==> src/rtl/fir_sched_pkg.sv <==
// Shared types and helpers for the time-shared FIR MAC scheduler.
package fir_sched_pkg;

  typedef enum logic [2:0] {
    IDLE  = 3'd0,
    WRITE = 3'd1,
    TAPS  = 3'd2,
    DRAIN = 3'd3,
    STORE = 3'd4
  } state_e;

  // Arithmetic shift then clamp to the signed dw-bit range.
  // Operates on wide containers so one function serves any ACCW < 128, DW <= 64.
  function automatic logic signed [63:0] sat_shift(input logic signed [127:0] acc,
                                                  input int shift, input int dw);
    logic signed [127:0] sh, hi, lo;
    sh = acc >>> shift;
    hi = (128'sd1 <<< (dw - 1)) - 128'sd1;
    lo = -hi - 128'sd1;
    if (sh > hi) return hi[63:0];
    if (sh < lo) return lo[63:0];
    return sh[63:0];
  endfunction

  // Delay-line address {ch, ptr}.
  function automatic logic [31:0] pack_addr(input logic [31:0] ch, input logic [31:0] ptr,
                                            input int pw);
    return (ch << pw) | ptr;
  endfunction

endpackage

==> src/rtl/fir_sched_valid_pipe.sv <==
// Delays the {tap-valid, first-tap} pair to line up with RAM/ROM read data.
module fir_sched_valid_pipe #(
  parameter int STAGES = 1
) (
  input  logic clk_i,
  input  logic rst_n_i,
  input  logic en_i,
  input  logic clr_i,
  output logic en_o,
  output logic clr_o
);

  generate
    if (STAGES == 0) begin : g_pass
      assign en_o  = en_i;
      assign clr_o = clr_i;
    end else begin : g_pipe
      logic [STAGES:0]   vld_pipe, clr_pipe;
      logic [STAGES-1:0] vld_q, clr_q;

      assign vld_pipe = {vld_q, en_i};
      assign clr_pipe = {clr_q, clr_i};

      always_ff @(posedge clk_i or negedge rst_n_i) begin
        if (!rst_n_i) begin
          vld_q <= '0;
          clr_q <= '0;
        end else begin
          vld_q <= vld_pipe[STAGES-1:0];
          clr_q <= clr_pipe[STAGES-1:0];
        end
      end

      assign en_o  = vld_pipe[STAGES];
      assign clr_o = clr_pipe[STAGES];
    end
  endgenerate

endmodule

==> src/rtl/fir_mac_scheduler.sv <==
// Time-shares one RAM-based FIR MAC engine across CHANNELS channels:
// writes every tick, convolves and emits a decimated result every DOWNSAMPLE_FACTOR-th tick.
module fir_mac_scheduler
  import fir_sched_pkg::*;
#(
  parameter int DW                = 24,
  parameter int ACCW              = 48,
  parameter int LEN               = 254,
  parameter int PW                = 8,
  parameter int CHANNELS          = 2,
  parameter int CW                = (CHANNELS > 1) ? $clog2(CHANNELS) : 1,
  parameter int DOWNSAMPLE_FACTOR = 8,
  parameter int RD_LAT            = 1,
  parameter int MAC_LAT           = 1,
  parameter int SHIFT             = 23
) (
  input  logic                   clk_i,
  input  logic                   rst_n_i,
  input  logic                   sample_tick_i,
  input  logic [CHANNELS*DW-1:0] data_i,
  output logic                   dl_wr_en_o,
  output logic [CW+PW-1:0]       dl_wr_addr_o,
  output logic [DW-1:0]          dl_wr_data_o,
  output logic [CW+PW-1:0]       dl_rd_addr_o,
  output logic [PW-1:0]          coef_rd_addr_o,
  output logic                   mac_en_o,
  output logic                   mac_clr_o,
  input  logic [ACCW-1:0]        mac_acc_i,
  output logic [DW-1:0]          data_o,
  output logic [CW-1:0]          channel_o,
  output logic                   data_valid_o,
  output logic                   busy_o,
  output logic                   overrun_o
);

  localparam int AW        = CW + PW;
  localparam int DCW       = (DOWNSAMPLE_FACTOR > 1) ? $clog2(DOWNSAMPLE_FACTOR) : 1;
  localparam int DRAIN_CYC = RD_LAT + MAC_LAT;

  state_e                 state_q, state_d;
  logic [CHANNELS*DW-1:0] samp_q, samp_d;
  logic [PW-1:0]          wr_ptr_q, wr_ptr_d, k_q, k_d;
  logic [CW-1:0]          ch_q, ch_d;
  logic [DCW-1:0]         dec_q, dec_d;
  logic                   ovr_q, ovr_d;

  logic          last_ch, last_tap, last_drain;
  logic [PW-1:0] wr_ptr_nxt, tap_ptr;
  logic [DCW-1:0] dec_nxt;
  logic          tap_en, tap_clr;

  assign last_ch    = (32'(ch_q) == CHANNELS - 1);
  assign last_tap   = (32'(k_q) == LEN - 1);
  assign last_drain = (32'(k_q) == DRAIN_CYC - 1);
  assign wr_ptr_nxt = (32'(wr_ptr_q) == LEN - 1) ? '0 : wr_ptr_q + PW'(1);
  assign dec_nxt    = (32'(dec_q) == DOWNSAMPLE_FACTOR - 1) ? '0 : dec_q + DCW'(1);

  // Ring is LEN deep, not 2**PW, so the backwards walk must wrap at LEN-1.
  always_comb begin
    if (wr_ptr_q >= k_q) tap_ptr = wr_ptr_q - k_q;
    else                 tap_ptr = PW'(32'(wr_ptr_q) + 32'(LEN) - 32'(k_q));
  end

  always_ff @(posedge clk_i or negedge rst_n_i) begin
    if (!rst_n_i) begin
      state_q  <= IDLE;
      samp_q   <= '0;
      wr_ptr_q <= '0;
      k_q      <= '0;
      ch_q     <= '0;
      dec_q    <= '0;
      ovr_q    <= 1'b0;
    end else begin
      state_q  <= state_d;
      samp_q   <= samp_d;
      wr_ptr_q <= wr_ptr_d;
      k_q      <= k_d;
      ch_q     <= ch_d;
      dec_q    <= dec_d;
      ovr_q    <= ovr_d;
    end
  end

  always_comb begin
    state_d  = state_q;
    samp_d   = samp_q;
    wr_ptr_d = wr_ptr_q;
    k_d      = k_q;
    ch_d     = ch_q;
    dec_d    = dec_q;
    ovr_d    = ovr_q | (sample_tick_i && state_q != IDLE);
    case (state_q)
      IDLE: if (sample_tick_i) begin
        samp_d  = data_i;
        ch_d    = '0;
        state_d = WRITE;
      end
      WRITE: begin
        if (!last_ch) begin
          ch_d = ch_q + CW'(1);
        end else if (dec_q == '0) begin
          ch_d    = '0;
          k_d     = '0;
          state_d = TAPS;
        end else begin
          ch_d     = '0;
          wr_ptr_d = wr_ptr_nxt;
          dec_d    = dec_nxt;
          state_d  = IDLE;
        end
      end
      TAPS: begin
        if (last_tap) begin
          k_d     = '0;
          state_d = DRAIN;
        end else begin
          k_d = k_q + PW'(1);
        end
      end
      DRAIN: begin
        if (last_drain) begin
          k_d     = '0;
          state_d = STORE;
        end else begin
          k_d = k_q + PW'(1);
        end
      end
      STORE: begin
        k_d = '0;
        if (last_ch) begin
          ch_d     = '0;
          wr_ptr_d = wr_ptr_nxt;
          dec_d    = dec_nxt;
          state_d  = IDLE;
        end else begin
          ch_d    = ch_q + CW'(1);
          state_d = TAPS;
        end
      end
      default: state_d = IDLE;
    endcase
  end

  always_comb begin
    dl_wr_en_o     = 1'b0;
    dl_wr_addr_o   = '0;
    dl_wr_data_o   = '0;
    dl_rd_addr_o   = '0;
    coef_rd_addr_o = '0;
    tap_en         = 1'b0;
    tap_clr        = 1'b0;
    data_o         = '0;
    channel_o      = '0;
    data_valid_o   = 1'b0;
    busy_o         = (state_q != IDLE);
    case (state_q)
      WRITE: begin
        dl_wr_en_o   = 1'b1;
        dl_wr_addr_o = AW'(pack_addr(32'(ch_q), 32'(wr_ptr_q), PW));
        dl_wr_data_o = samp_q[32'(ch_q)*DW +: DW];
      end
      TAPS: begin
        dl_rd_addr_o   = AW'(pack_addr(32'(ch_q), 32'(tap_ptr), PW));
        coef_rd_addr_o = k_q;
        tap_en         = 1'b1;
        tap_clr        = (k_q == '0);
      end
      STORE: begin
        data_o       = DW'(sat_shift(128'(signed'(mac_acc_i)), SHIFT, DW));
        channel_o    = ch_q;
        data_valid_o = 1'b1;
      end
      default: ;
    endcase
  end

  assign overrun_o = ovr_q;

  fir_sched_valid_pipe #(.STAGES(RD_LAT)) u_vld_pipe (
    .clk_i   (clk_i),
    .rst_n_i (rst_n_i),
    .en_i    (tap_en),
    .clr_i   (tap_clr),
    .en_o    (mac_en_o),
    .clr_o   (mac_clr_o)
  );

endmodule

==> config.mk <==
export PLATFORM = sky130hd
export DESIGN_NAME = fir_mac_scheduler
export DESIGN_NICKNAME = d
export VERILOG_FILES = /design/src/rtl/fir_sched_pkg.sv /design/src/rtl/fir_sched_valid_pipe.sv /design/src/rtl/fir_mac_scheduler.sv
export SDC_FILE = /design/constraint.sdc
export NUM_CORES = 1
export LEC_CHECK = 0
export ABC_CLOCK_PERIOD_IN_PS = 2600
export BUFFER_PORTS_ARGS = -buffer_cell sky130_fd_sc_hd__buf_4
export CAP_MARGIN = 10
export CORE_UTILIZATION = 40
export DETAILED_ROUTE_END_ITERATION = 8
export PLACE_DENSITY = 0.82
export SYNTH_ARGS = -nofsm -noshare
export SYNTH_HDL_FRONTEND = slang
export SYNTH_SLANG_ARGS = --single-unit
==> constraint.sdc <==
create_clock -name clk_i -period 2.6 [get_ports clk_i]
set_input_delay 0.26 -clock clk_i [delete_from_list [all_inputs] [get_ports clk_i]]
set_output_delay 0.26 -clock clk_i [all_outputs]
set_load 0.03 [all_outputs]
---- Word-level counts from Yosys, hierarchy flattened ----
Cells that the tools add are included.
cells by class
  reduce and logical (&&, ||, !) cells .... 14
  $lt $le $gt $ge ......................... 3
  bitwise logic cells ..................... 3
  shifts and indexed selects .............. 1
  eq/ne operators ......................... 15
  multiply operators ...................... 1
  $add $sub $neg .......................... 7
  multiplexer cells ....................... 45
operators by type and width
  operator              count
  $mux 24               6
  $mux 8                10
  $shiftx 48x7->24      1
  $pmux 8 s4            1
  $gt 25x24->1 const B  1
  $lt 25x24->1 const B  1
  $mux 3                8
  $mux 9                2
  $or 9x8->9            2
  $add 8x1->8 const B   2
  $eq 8x8->1 const B    2
  $pmux 8 s2            1
  $sub 8x8->8           2
  $pmux 3 s5            1
  $ne 2x2->1 const B    7
  $mux 1                12
  $add 8x8->8 const B   1
  $eq 8x1->1 const B    1
  $ge 8x8->1            1
  $logic_not 8->1       1
  $reduce_and 4->1      2
  $eq 3x2->1 const B    2
  $eq 3x3->1 const B    2
  $logic_not 3->1       2
  other kinds (15)      18
word-level totals
  flip-flop bits (word level) ............. 74
  bits of input ports ..................... 99

---- Longest topological paths before layout ----
  depth in word-level cells ............... 8
  mapped depth ............................ 11
  gate-level depth less buffers ........... 11

---- Modules after synthesis ----
Synthesis repeated with hierarchy kept, for this count alone.
second synthesis, totals
  cell total of the unflattened synthesis .. 508
  area total of the unflattened synthesis .. 4,694.5 um^2
by module, submodules not included
  module                instances  cells each  sequential area each (um^2)  area an instance (um^2)
  fir_mac_scheduler     1          506         1,801.7                      4,644.5
  fir_sched_valid_pipe  1          2           50.0                         50.0

---- Worst setup path after synthesis ----
No wires, ideal clock.
  path kind ............................... reg-to-output
  from .................................... register wr_ptr_q[1]
  to ...................................... output dl_rd_addr_o[7]
  setup slack ............................. -0.537 ns
  path buffers ............................ 0
  data arrival time ....................... 2.877 ns
  stages on the path, launching flop included .. 12
  data required time ...................... 2.340 ns
  cells stage by stage .................... dfrtp_1 > inv_1 > ha_1 > inv_1 > ha_1 > fa_1 > a211oi_1 > o21bai_1 > a21oi_1 > xnor2_1 > a21boi_0 > mux2i_1
between the ends
  cells in the longest elaborated chain, start to end .. 5
  elaborated cells on any way between the ends .. 7
  those cells by class .................... add/sub: 3; order compare: 1; mux: 2; bitwise: 1
ends and longest elaborated chain
  what                    RTL line                  RTL
  from (decl)             fir_mac_scheduler.sv:42   logic [PW-1:0] wr_ptr_q, wr_ptr_d, k_q, k_d;
  from (signal assigned)  fir_mac_scheduler.sv:76   wr_ptr_q <= wr_ptr_d;
  $add 8x8->8             fir_mac_scheduler.sv:61   else tap_ptr = PW'(32'(wr_ptr_q) + 32'(LEN) - 32'(k_q));
  $sub 8x8->8             fir_mac_scheduler.sv:61
  $mux 8 *                fir_mac_scheduler.sv:60   if (wr_ptr_q >= k_q) tap_ptr = wr_ptr_q - k_q;
  $or 9x8->9 *            fir_sched_pkg.sv:28       return (ch << pw) | ptr;
  $mux 9 *                fir_mac_scheduler.sv:156  case (state_q)
  to (decl)               fir_mac_scheduler.sv:24   output logic [CW+PW-1:0] dl_rd_addr_o,
Every way passes the cells marked *; elsewhere a longest branch is shown, timed or not.

---- Worst setup path after layout ----
  from .................................... register k_q[1]
  to ...................................... output dl_rd_addr_o[7]
between the ends
  cells in the longest elaborated chain, start to end .. 4
  elaborated cells on any way between the ends .. 6
  those cells by class .................... add/sub: 2; order compare: 1; mux: 2; bitwise: 1
ends and longest elaborated chain
  what                                       RTL line                  RTL
  from (decl)                                fir_mac_scheduler.sv:42
  from (signal assigned)                     fir_mac_scheduler.sv:77   k_q <= k_d;
  $sub 8x8->8, or another cell as far along  fir_mac_scheduler.sv:61
  $mux 8 *                                   fir_mac_scheduler.sv:60
  $or 9x8->9 *                               fir_sched_pkg.sv:28
  $mux 9 *                                   fir_mac_scheduler.sv:156
Marks and branches as above.

==> impl_metrics.json <==
{
  "status": "finished with violations",
  "violations": "setup timing",
  "yosys.cell_types.count": 49,
  "drc": 0,
  "power_frac_comb_pct": 6.6,
  "utilization_pct": 61.32,
  "drt_first_pass_iters": 5,
  "start_kind": "flop",
  "die_h_microns": 110.3,
  "worstMarginPinSlew_ns": 0.9305,
  "place_ws_ns": -0.2197,
  "yosys.area_share.simple_pct": 17.91,
  "cp_slowest_cell": "dfrtp_1",
  "drt_iter0_markers": 190,
  "clock_latency_ns": 0.34,
  "grt_usage_pct": 22.50,
  "finalNonFillerCells": 855,
  "synth_top_area_share_pct": 39.45,
  "reg2reg_from": "state_q[2]",
  "maxSlewHeadroom_pct": 37.97,
  "worstPathMaxFanout": 3,
  "insertedDiodeCount": 0,
  "grt_pass1_wl_mm": 21.12,
  "crit_required_ns": 2.34,
  "yosys.area.top_type": "dfrtp_1",
  "yosysSeqAreaShare_pct": 39.45,
  "fin_worst_skew_ns": 0.008008,
  "drv_slew": 0,
  "cts_root_buf": "clkbuf_16",
  "fp.coreArea_sq_mm": 0.01142,
  "path_class": "flop to output pin",
  "powerDensity_mw_per_mm2": 377.6,
  "start_util_pct": 41.11,
  "setup_violations": 7,
  "synth-seq-cells": 74,
  "synth-xor-area-share_pct": 1.493,
  "synth_edf_count": 0,
  "cts.path.max_buffers": 2,
  "ios": 180,
  "power_frac_clock_pct": 47.6,
  "synth_compound_area_share_pct": 10.42,
  "wl_mm": 13.21,
  "endpoint_kind": "output pin",
  "synth_common_cells": "108 x nor2_1, 74 x dfrtp_1, 49 x mux2_2",
  "cts_buffers": 9,
  "hpwlAfterDp_mm": 9.607,
  "dp.cells": 828,
  "synthTopCellsByArea": "dfrtp_1 39%, mux2_2 12%, nor2_1 8.6%, ha_1 7.5%, mux2i_1 5.5%",
  "ant_nets": 0,
  "finalCriticalPeriod_ns": 3.065,
  "yosysMostFrequentCell": "nor2_1",
  "worst_ir_drop_vdd_mv": 0.4033,
  "path_cells": "ha_4 > inv_2 > ha_4 > fa_2 > a211oi_2 > o21bai_1 > a21oi_1 > xnor2_1 > a21boi_2 > mux2i_4 > buf_6",
  "synth_fa_ha_area_share_pct": 8.316,
  "synthArstFlopShare_pct": 100.0,
  "yosys_warnings": 0,
  "netlist_instances": 508,
  "crit_buf_inv": 2,
  "crit_path_start": "k_q[1]",
  "nets": 836,
  "routedWlPerCell_microns": 15.45,
  "drive_gt1_share_pct": 45.93,
  "synth_area_sq_mm": 0.004695,
  "power_frac_seq_pct": 45.8,
  "rsz0062_at_grt": "yes",
  "fin_crit_sh_pct": 117.9,
  "die-area_sq_mm": 0.01217,
  "drv_cap": 0,
  "worstHoldPathType": "input pin to asynchronous set/reset pin",
  "gp_congestion": 0.9127,
  "avgViaCountPerCell": 5.264,
  "htreeDepth": 3,
  "setup_slack_ns": -0.4653,
  "power.internal_mw": 2.075,
  "setup_tns_ns": -1.572,
  "portBuffers": 156,
  "leakage_nw": 3.432,
  "fmaxAchievable_mhz": 326.2,
  "clock-sinks": 74,
  "synthesis.nets": 637,
  "max_stage_delay_ns": 0.41,
  "hold_ws_ns": 0.05768,
  "power.switching_mw": 0.5686,
  "antenna_found_initial": 0,
  "cts_tree": "yes",
  "critical_path_arrival_ns": 2.81,
  "synth_area_per_cell_sq_um": 9.241,
  "grt_max_degree": 75,
  "synth.mux.area_fraction_pct": 17.30,
  "crit_family": "adder cells",
  "clk_pin_slew_ns": 0.06,
  "hold_viol": 0,
  "first_global_vias": 4505,
  "cp_common_cell": "ha_4",
  "synth_top_flop_cell": "dfrtp_1",
  "total_power_mw": 2.644,
  "gr-total-overflow": 0,
  "std_cell_rows": 39,
  "swShare_pct": 21.51,
  "design_area_sq_mm": 0.007002,
  "vias": 4501,
  "synth_top_family_by_area": "simple AND/OR/NAND/NOR gates",
  "area_growth_syn_to_layout_pct": 49.15,
  "post_dp_cell_area_sq_mm": 0.006350,
  "die_x_microns": 110.3
}
==> worst register-to-register path: stages, from the launching register on <==
cell,delay [ns]
dfrtp_1,0.50
and2b_4,0.34
a21oi_2,0.07
nor3b_4,0.53
nand3_2,0.15
or3_1,0.32
a21oi_1,0.14
==> per-layer routing <==
| metal | part of all wire (%) | track usage [%] | routed length [microns] |
|---|---|---|---|
| met1 | 40 | 26.83 | 5333 |
| met2 | 49 | 37.84 | 6533 |
| met4 | 2.3 | 10.34 | 306 |
| met3 | 7.9 | 5.938 | 1038 |
| met5 | 0 | 0 | 0 |
==> kinds of logic after synthesis <==
group / Yosys count
flops: 74
buf+inv: 58
compound gates: 78
simple gates: 185
mux: 75
xor+xnor: 8
fa+ha+maj: 30
==> power by group through the flow <==
stage | sequential (mW) | combinational [mW] | clock [mW]
floorplan | 1.22 | 0.0597 | 0
global placement | 1.23 | 0.170 | 0
detailed placement | 1.23 | 0.177 | 0
CTS | 1.21 | 0.177 | 1.28
global route | 1.21 | 0.195 | 1.32
finish | 1.21 | 0.175 | 1.26
==> final timing paths <==
check                                   to  slack [ns]  cells past startpoint
setup reg to reg               wr_ptr_q[5]        0.48                      6
max in group asynchronous             ch_q        1.88                      1
hold reg to reg                  overrun_o        0.47                      1
setup / recovery           dl_rd_addr_o[7]       -0.47                     11
hold / removal                   samp_q[5]        0.06                      1
min in group clk_i              samp_q[33]        0.15                      2
==> registers in the layout (all words and copies together) (netlist names) <==
signal            flops
state_q               3
overrun_o             1
samp_q               48
ch_q                  1
u_vld_pipe.clr_o      1
k_q                   8
dec_q                 3
u_vld_pipe.en_o       1
wr_ptr_q              8
==> placed cells by master, fill, tap and decap left out, types with 4 or more instances in the layout <==
master	instances
buf_4	198
nor2_1	103
dfrtp_1	73
mux2_2	49
inv_1	31
mux2i_1	25
nand2_1	24
o21ai_0	20
ha_1	19
a21oi_1	14
clkbuf_16	9
buf_6	9
a21oi_2	8
nand3_1	8
ha_4	8
nand2b_1	7
inv_2	6
xnor2_1	6
a21o_1	6
nor2_4	5
and3_1	5
o21a_1	4
or3_1	4
and2_1	4
==> timing repair <==
item,CTS,global route
endpoints found under the setup margin,7,7
gates cloned,0,0
setup buffers,8,5
pin swaps,25,13
resized for setup,42,11
hold buffers,0,0
==> cell type report <==
cell class	count	area [sq um]
fill	906	4417
multi-input combinational	376	2898
sequential	74	1853
timing repair buffer	209	1628
clock buffer	11	242.7
tap	143	178.9
inverter	37	138.9
clock inverter	5	62.56
(Power assumes the default switching activity.)
